### src/rtl/bus_arbiter_if.sv
// Bundle of the two requester ports, the registered output port and the
// bus-mux status lines; slave = arbiter side, master = environment side.
interface bus_arbiter_if #(
    parameter int WIDTH = 4
);
    logic             req0_valid;
    logic [WIDTH-1:0] req0_data;
    logic             req0_last;
    logic             req0_ready;

    logic             req1_valid;
    logic [WIDTH-1:0] req1_data;
    logic             req1_last;
    logic             req1_ready;

    logic             out_valid;
    logic [WIDTH-1:0] out_data;
    logic             out_last;
    logic             out_ready;

    logic             sel;
    logic             busy;

    modport slave (
        input  req0_valid, req0_data, req0_last,
        input  req1_valid, req1_data, req1_last,
        input  out_ready,
        output req0_ready, req1_ready,
        output out_valid, out_data, out_last,
        output sel, busy
    );

    modport master (
        output req0_valid, req0_data, req0_last,
        output req1_valid, req1_data, req1_last,
        output out_ready,
        input  req0_ready, req1_ready,
        input  out_valid, out_data, out_last,
        input  sel, busy
    );
endinterface

### src/rtl/bus_arbiter.sv
// Two-requester burst arbiter with a registered valid/ready output beat.
// Ports: clk, reset_n (async, active-low), bus (bus_arbiter_if.slave).
// Option: BUS_ARB_FIXED_PRIO_EN makes requester 0 win every tie.
module bus_arbiter #(
    parameter int WIDTH     = 4,
    parameter int MAX_BURST = 8
) (
    input  logic          clk,
    input  logic          reset_n,
    bus_arbiter_if.slave  bus
);
    typedef enum logic [1:0] {
        IDLE = 2'd0,
        OWN0 = 2'd1,
        OWN1 = 2'd2
    } state_t;

    localparam logic [7:0] MAX_B = 8'(MAX_BURST);

    state_t           state_q, state_d;
    logic             sel_q, sel_d;
    logic [7:0]       cnt_q, cnt_d;
    logic             out_valid_q, out_valid_d;
    logic [WIDTH-1:0] out_data_q, out_data_d;
    logic             out_last_q, out_last_d;

    logic             rdy0, rdy1;
    logic             xfer;
    logic             win;
    logic [WIDTH-1:0] src_data;
    logic             src_last;

    always_comb begin
        state_d     = state_q;
        sel_d       = sel_q;
        cnt_d       = cnt_q;
        out_valid_d = out_valid_q;
        out_data_d  = out_data_q;
        out_last_d  = out_last_q;
        rdy0        = 1'b0;
        rdy1        = 1'b0;
        xfer        = 1'b0;
        win         = 1'b0;
        src_data    = bus.req0_data;
        src_last    = bus.req0_last;

        unique case (state_q)
            IDLE: begin
                if (bus.req0_valid && bus.req1_valid) begin
`ifdef BUS_ARB_FIXED_PRIO_EN
                    win = 1'b0;
`else
                    // The requester that did not own the bus last wins.
                    win = ~sel_q;
`endif
                    state_d = win ? OWN1 : OWN0;
                    sel_d   = win;
                end else if (bus.req0_valid) begin
                    state_d = OWN0;
                    sel_d   = 1'b0;
                end else if (bus.req1_valid) begin
                    state_d = OWN1;
                    sel_d   = 1'b1;
                end
            end
            OWN0: begin
                rdy0 = ~out_valid_q | bus.out_ready;
                xfer = bus.req0_valid & rdy0;
            end
            OWN1: begin
                rdy1     = ~out_valid_q | bus.out_ready;
                xfer     = bus.req1_valid & rdy1;
                src_data = bus.req1_data;
                src_last = bus.req1_last;
            end
            default: state_d = IDLE;
        endcase

        if (xfer) begin
            // Load wins over drain so the output can stream every cycle.
            out_valid_d = 1'b1;
            out_data_d  = src_data;
            out_last_d  = src_last;
            if (src_last || (cnt_q + 8'd1) == MAX_B) begin
                state_d = IDLE;
                cnt_d   = 8'd0;
            end else begin
                cnt_d = cnt_q + 8'd1;
            end
        end else if (bus.out_ready) begin
            out_valid_d = 1'b0;
        end
    end

    always_ff @(posedge clk or negedge reset_n) begin
        if (!reset_n) begin
            state_q     <= IDLE;
            sel_q       <= 1'b1;
            cnt_q       <= 8'd0;
            out_valid_q <= 1'b0;
            out_data_q  <= '0;
            out_last_q  <= 1'b0;
        end else begin
            state_q     <= state_d;
            sel_q       <= sel_d;
            cnt_q       <= cnt_d;
            out_valid_q <= out_valid_d;
            out_data_q  <= out_data_d;
            out_last_q  <= out_last_d;
        end
    end

    assign bus.req0_ready = rdy0;
    assign bus.req1_ready = rdy1;
    assign bus.out_valid  = out_valid_q;
    assign bus.out_data   = out_data_q;
    assign bus.out_last   = out_last_q;
    assign bus.sel        = sel_q;
    assign bus.busy       = (state_q != IDLE);
endmodule

### src/flat_wrapper.sv
// flat-port wrapper written by rule: the top's interface ports become plain ports
module bus_arbiter_flat 
#(
    parameter int WIDTH     = 4,
    parameter int MAX_BURST = 8
)
  (clk, reset_n, bus_req0_valid, bus_req0_data, bus_req0_last, bus_req1_valid, bus_req1_data, bus_req1_last, bus_out_ready, bus_req0_ready, bus_req1_ready, bus_out_valid, bus_out_data, bus_out_last, bus_sel, bus_busy);
  bus_arbiter_if #(.WIDTH(WIDTH)) bus_i ();
  input  logic clk;
  input  logic reset_n;
  input wire logic [$bits(bus_i.req0_valid)-1:0] bus_req0_valid;
  input wire logic [$bits(bus_i.req0_data)-1:0] bus_req0_data;
  input wire logic [$bits(bus_i.req0_last)-1:0] bus_req0_last;
  input wire logic [$bits(bus_i.req1_valid)-1:0] bus_req1_valid;
  input wire logic [$bits(bus_i.req1_data)-1:0] bus_req1_data;
  input wire logic [$bits(bus_i.req1_last)-1:0] bus_req1_last;
  input wire logic [$bits(bus_i.out_ready)-1:0] bus_out_ready;
  output wire logic [$bits(bus_i.req0_ready)-1:0] bus_req0_ready;
  output wire logic [$bits(bus_i.req1_ready)-1:0] bus_req1_ready;
  output wire logic [$bits(bus_i.out_valid)-1:0] bus_out_valid;
  output wire logic [$bits(bus_i.out_data)-1:0] bus_out_data;
  output wire logic [$bits(bus_i.out_last)-1:0] bus_out_last;
  output wire logic [$bits(bus_i.sel)-1:0] bus_sel;
  output wire logic [$bits(bus_i.busy)-1:0] bus_busy;
  assign bus_i.req0_valid = bus_req0_valid;
  assign bus_i.req0_data = bus_req0_data;
  assign bus_i.req0_last = bus_req0_last;
  assign bus_i.req1_valid = bus_req1_valid;
  assign bus_i.req1_data = bus_req1_data;
  assign bus_i.req1_last = bus_req1_last;
  assign bus_i.out_ready = bus_out_ready;
  assign bus_req0_ready = bus_i.req0_ready;
  assign bus_req1_ready = bus_i.req1_ready;
  assign bus_out_valid = bus_i.out_valid;
  assign bus_out_data = bus_i.out_data;
  assign bus_out_last = bus_i.out_last;
  assign bus_sel = bus_i.sel;
  assign bus_busy = bus_i.busy;
  bus_arbiter #(.WIDTH(WIDTH), .MAX_BURST(MAX_BURST)) u_core (.clk(clk), .reset_n(reset_n), .bus(bus_i));
endmodule
### config.mk
export PLATFORM = sky130hd
export DESIGN_NAME = bus_arbiter_flat
export DESIGN_NICKNAME = d
export VERILOG_FILES = /design/src/rtl/bus_arbiter_if.sv /design/src/rtl/bus_arbiter.sv /design/src/flat_wrapper.sv
export SDC_FILE = /design/constraint.sdc
export NUM_CORES = 1
export LEC_CHECK = 0
export BUFFER_PORTS_ARGS = -buffer_cell sky130_fd_sc_hd__buf_2
export CAP_MARGIN = 20
export CORE_MARGIN = 5
export CORE_UTILIZATION = 51
export DETAILED_ROUTE_END_ITERATION = 16
export GPL_TIMING_DRIVEN = 1
export MAX_ROUTING_LAYER = met4
export PLACE_DENSITY = 0.87
export SLEW_MARGIN = 20
export SYNTH_ARGS = -nofsm -noshare
export SYNTH_HDL_FRONTEND = slang
export SYNTH_SLANG_ARGS = --single-unit
### constraint.sdc
create_clock -name clk -period 2.3 [get_ports clk]
set_clock_uncertainty 0.15 [all_clocks]
set_input_delay 0.115 -clock clk [delete_from_list [all_inputs] [get_ports clk]]
set_output_delay 0.115 -clock clk [all_outputs]
set_load 0.02 [all_outputs]
After elaboration in Yosys (flattened, before gate mapping):

Index checks and enable logic that the tools add are counted.

* add/subtract/negate cells: 1
* eq/ne operators: 3
* multiplexer cells: 18
* bitwise logic cells: 5
* reduce and logical (&&, ||, !) cells: 8

Operator list (count)
* $mux 2: 6
* $add 8x1->8 const B: 1
* $eq 8x4->1 const B: 1
* $mux 1: 8
* $mux 8: 1
* $mux 4: 1
* $pmux 2 s2: 1
* $reduce_bool 2->1: 2
* $reduce_bool 3->1: 1
* $and 1x1->1: 2
* $eq 2x1->1 const B: 1
* $eq 2x2->1 const B: 1
* $logic_not 2->1: 1
* $not 1->1: 2
* $pmux 1 s2: 1
* $reduce_and 2->1: 1
* $reduce_or 2->1: 1
* $logic_and 1x1->1: 1
* $logic_or 1x1->1: 1
* $or 1x1->1: 1

* register bits: 17
* bits of input ports: 15
* output and inout port bits: 10
* word-level logic and storage cells: 41

Logic depth before layout (Yosys ltp):

* depth in word-level cells: 6
* gate-level depth with buffers: 9
* mapped depth without buffers: 7

Worst setup path after synthesis:

OpenSTA, ideal clock, no wires.

* path type: register -> register
* start: reg u_core.state_q[0]
* end: reg u_core.cnt_q[0]
* library setup time: 64 ps
* arrival time: 1692 ps
* required time: 2086 ps
* setup slack: 393 ps
* stages on the path, launching flop included: 9
* buffers on the path: 1
* clock period less this slack: 1907 ps
* path through: dfrtp_1 > inv_1 > ha_1 > buf_6 > mux2_4 > a21o_1 > a21oi_4 > nor2b_4 > mux2_2

* cells in the longest elaborated chain, start to end: 4
* elaborated cells on any way between the ends: 6
* those cells by class: 2 x eq/ne; 3 x mux; 1 x reduce/logical

Ends and longest elaborated chain
* start: declaration: RTL line bus_arbiter.sv:20 `state_t state_q, state_d;`
* start signal: assignment: RTL line bus_arbiter.sv:104 `state_q <= state_d;`
* $eq 2x2->1: RTL line bus_arbiter.sv:47 `unique case (state_q)`
* $mux 1: RTL line bus_arbiter.sv:47
* $logic_or 1x1->1: RTL line bus_arbiter.sv:84 `if (src_last || (cnt_q + 8'd1) == MAX_B) begin`
* $mux 8: RTL line bus_arbiter.sv:84
* end signal: assignment: RTL line bus_arbiter.sv:106 `cnt_q <= cnt_d;`
* end: declaration: RTL line bus_arbiter.sv:22 `logic [7:0] cnt_q, cnt_d;`

Parallel ways exist; a longest one is shown, timed or not.
A chain may end at the register's enable or synchronous reset.

Worst setup path after layout:

* start: reg u_core.state_q[0]
* end: reg u_core.cnt_q[2]

The elaborated chain is that of the path after synthesis.

==> summary.md <==
| Metric | Value |
|---|---|
| Mux share of post-synthesis cell area | 9.77% |
| Clock buffer depth | 2 |
| Area growth syn-to-layout | 27.8% |
| Total gr overflow | 0 |
| Setup TNS Final | 0 ps |
| Clk sinks | 17 |
| GPL Wtd Cong | 0.896 |
| Remaining antenna violation count after routing | 0 |
| Setup CP Type | reg -> reg |
| I/O Pins | 25 |
| Layout cell share with drive strength beyond 1 | 31.9% |
| Post-route minimum period | 2050 ps |
| Cts bufs inserted | 3 |
| Outcome | complete, no violations |
| Largest net degree at the start of global routing | 23 |
| Startpoint Class | flop |
| Critical Path RT | 2350 ps |
| Vias in the first global route | 893 |
| Clk slew on worst S/H paths | 110 ps |
| Cts-stage hold buffer count | 12 |
| Die area | 0.00298 sq mm |
| Dominant combinational cell family by area after synthesis | simple AND/OR/NAND/NOR gates |
| Post-synthesis simple-gate area fraction | 19.9% |
| Initial DRC count | 21 |
| Total Power | 1.36 mW |
| Post-synthesis compound-gate area fraction | 17.4% |
| Diode count | 0 |
| Max-cap violations | 0 |
| Drt drc | 0 |
| Syn_nets | 120 |
| Dpl hpwl | 1.67 mm |
| Sequential fraction of the synthesis area | 42.2% |
| Row count | 16 |
| Die Ht | 54.6 microns |
| Slew Limit Fails | 0 |
| Worst slew margin | 75.2% |
| Met2 Routed Length | 1.26 mm |
| DR vias | 908 |
| WL met1 | 900 microns |
| Largest fanout on the critical path | 22 |
| Final worst setup slack | 246 ps |
| Initial Utilization | 52.7% |
| Mean number of vias per cell | 5.50 |
| Synth Register Bits | 17 |
| # Post-CTS Setup Buffers | 0 |
| Met3 WL | 111 microns |
| Max frequency | 487 MHz |
| Wire length per cell | 14.7 microns |
| H-tree depth | 1 |
| # fillers | 157 |
| DRT Pass-1 Iters | 4 |
| CP arrival | 2100 ps |
| Setup violators final | 0 |
| Final hold violations | 0 |
| YS warnings | 0 |
| Mapped Avg Cell Area | 10.1 sq um |
| Die width | 54.6 microns |
| Synth Area in XOR/XNOR | 0% |
| Maximum vdd drop | 0.000742 V |
| Min-delay worst type | in -> reg |
| Initial antenna violation count | 0 |
| Root Driver | clkbuf_4 |
| Post-CTS Resized | 0 |
| Least-Margin Pin Slew | 363 ps |
| Final #Nets | 159 |
| Multi-input gate area | 539 sq um |
| Global-route wire length before repair | 3.94 mm |
| Yosys cell types | 36 |
| Register area | 427 sq um |
| Pleak | 0.627 nW |
| Mapped Cells | 100 |
| Synth Area in Adders | 6.18% |
| Clk_lat worst skew | 310 ps |
| DRT Wirelength | 2.43 mm |
| Aggregate global-route resource usage | 19.5% |
| Netlist Area Pre-Place | 0.00101 sq mm |
| Crit path capture type | flop |
| Core footprint | 0.00192 sq mm |
| RSZ-0062 raised after global routing | no |
| CTS tree | done |
| Number of I/O port buffers | 24 |
| Cell Pwr Density | 1050 mW/mm^2 |
| Max layer used | met4 |
| Pre-CTS setup slack | 294 ps |
| Fin crit share | 89.3% |
synth_stat cells:
cell type	number	share of area [%]
a31oi_1	2	1.2
nor4b_2	1	1.5
a22o_1	2	1.7
o211ai_1	1	0.74
and2_2	1	0.74
o21ai_0	10	4.9
and3_2	1	0.74
or2b_2	1	0.87
ha_1	5	6.2
inv_1	5	1.9
nor2_1	8	3.0
a21o_2	2	1.7
dfrtp_1	16	40
nor3_1	2	0.99
mux2_4	1	1.5
mux2i_1	5	4.9
a21o_1	1	0.74
buf_6	2	2.2
nor4b_1	1	0.87
nand3_1	1	0.49
a2111oi_0	1	0.87
dfstp_2	1	2.6
and3_1	1	0.62
o21a_1	1	0.74
nand3_4	1	1.7
and2_1	2	1.2
nand2_1	12	4.4
mux2_2	3	3.3
a21oi_1	3	1.5
nand3b_1	1	0.74
nor2b_4	1	1.4
nand4_1	1	0.62
a21oi_4	1	1.6
o22ai_1	1	0.62
buf_2	1	0.49
a22o_2	1	0.99
per-stage QoR:
step / hold slack [ps] / cells / area (sq um) / util [%]
after CTS: 37.7 / 165 / 1290 / 67.3
after global routing: 27.1 / 165 / 1290 / 67.3
after detailed placement: -91.1 / 149 / 1150 / 59.6
after floorplan: -331 / 100 / 1010 / -
after global placement: -93.5 / 149 / 1150 / 59.6
final: 41.4 / 165 / 1290 / 67.3
layer usage:
layer | up-vias | global-route usage, %
met5 | - | -
met4 | 0 | 15.4
met3 | 15 | 3.81
met2 | 28 | 32.9
met1 | 433 | 19.6
li1 | 432 | -
kinds of logic (layout without fill, tap and decap cells):
logic type | Yosys count | in the layout
muxes | 9 | 9
AOI/OAI and AO/OA | 26 | 26
and+or+nand+nor | 35 | 35
DFF | 17 | 17
buffers and inverters | 8 | 46
adders and majority gates | 5 | 5
final cells by class:
cell class                      count  area share, %
Multi-Input combinational cell     75           41.7
Tap cell                           27           2.61
Timing Repair Buffer               37           19.1
Inverter                            5           1.45
Sequential cell                    17           33.0
Clock buffer                        3           1.74
Clock inverter                      1          0.387
critical path: stages (launching register included):
cell and delay [ps]:
dfrtp_1 360, inv_1 90, ha_1 260, mux2_2 270, nand3_4 210, nor2_1 310
nand2_1 90, o21ai_0 220
final timing paths:
kind | start | slack (ps) | cells after the start | end
min in group asynchronous | reset_n | 100 | 2 | u_core.state_q[1]
max in group asynchronous | reset_n | 1590 | 2 | u_core.bus.sel
worst max-delay path | u_core.state_q[0] | 250 | 7 | u_core.cnt_q[2]
worst min register to register | u_core.bus.out_data[2] | 340 | 2 | u_core.bus.out_data[2]
worst min-delay path | bus_req0_last | 40 | 3 | u_core.cnt_q[7]
worst max register to register | u_core.state_q[0] | 250 | 7 | u_core.cnt_q[2]
cells in the final DEF, fill, tap and decap left out, drive strengths merged, types with 2 or more instances in the layout:
cell type and instances:
ha 5, nor2 8, clkbuf 3, nor3 2
mux2 4, and2 3, buf 25, a22o 3
o21ai 10, a21o 3, nand2 12, a21oi 4
dlygate4sd3 12, dfrtp 16, nor4b 2, a31oi 2
and3 2, inv 5, nand3 2, mux2i 5
registers in the layout (all words and copies together) (netlist names):
register	flops
u_core.cnt_q	8
u_core.bus.out_valid	1
u_core.bus.sel	1
u_core.bus.out_data	4
u_core.bus.out_last	1
u_core.state_q	2
where the power goes:
part	leakage, nW	internal (mW)	switching (mW)
clock	0.0177	0.0650	0.101
sequential	0.219	0.406	0.0812
combinational	0.391	0.307	0.403
(Power assumes the default switching activity.)
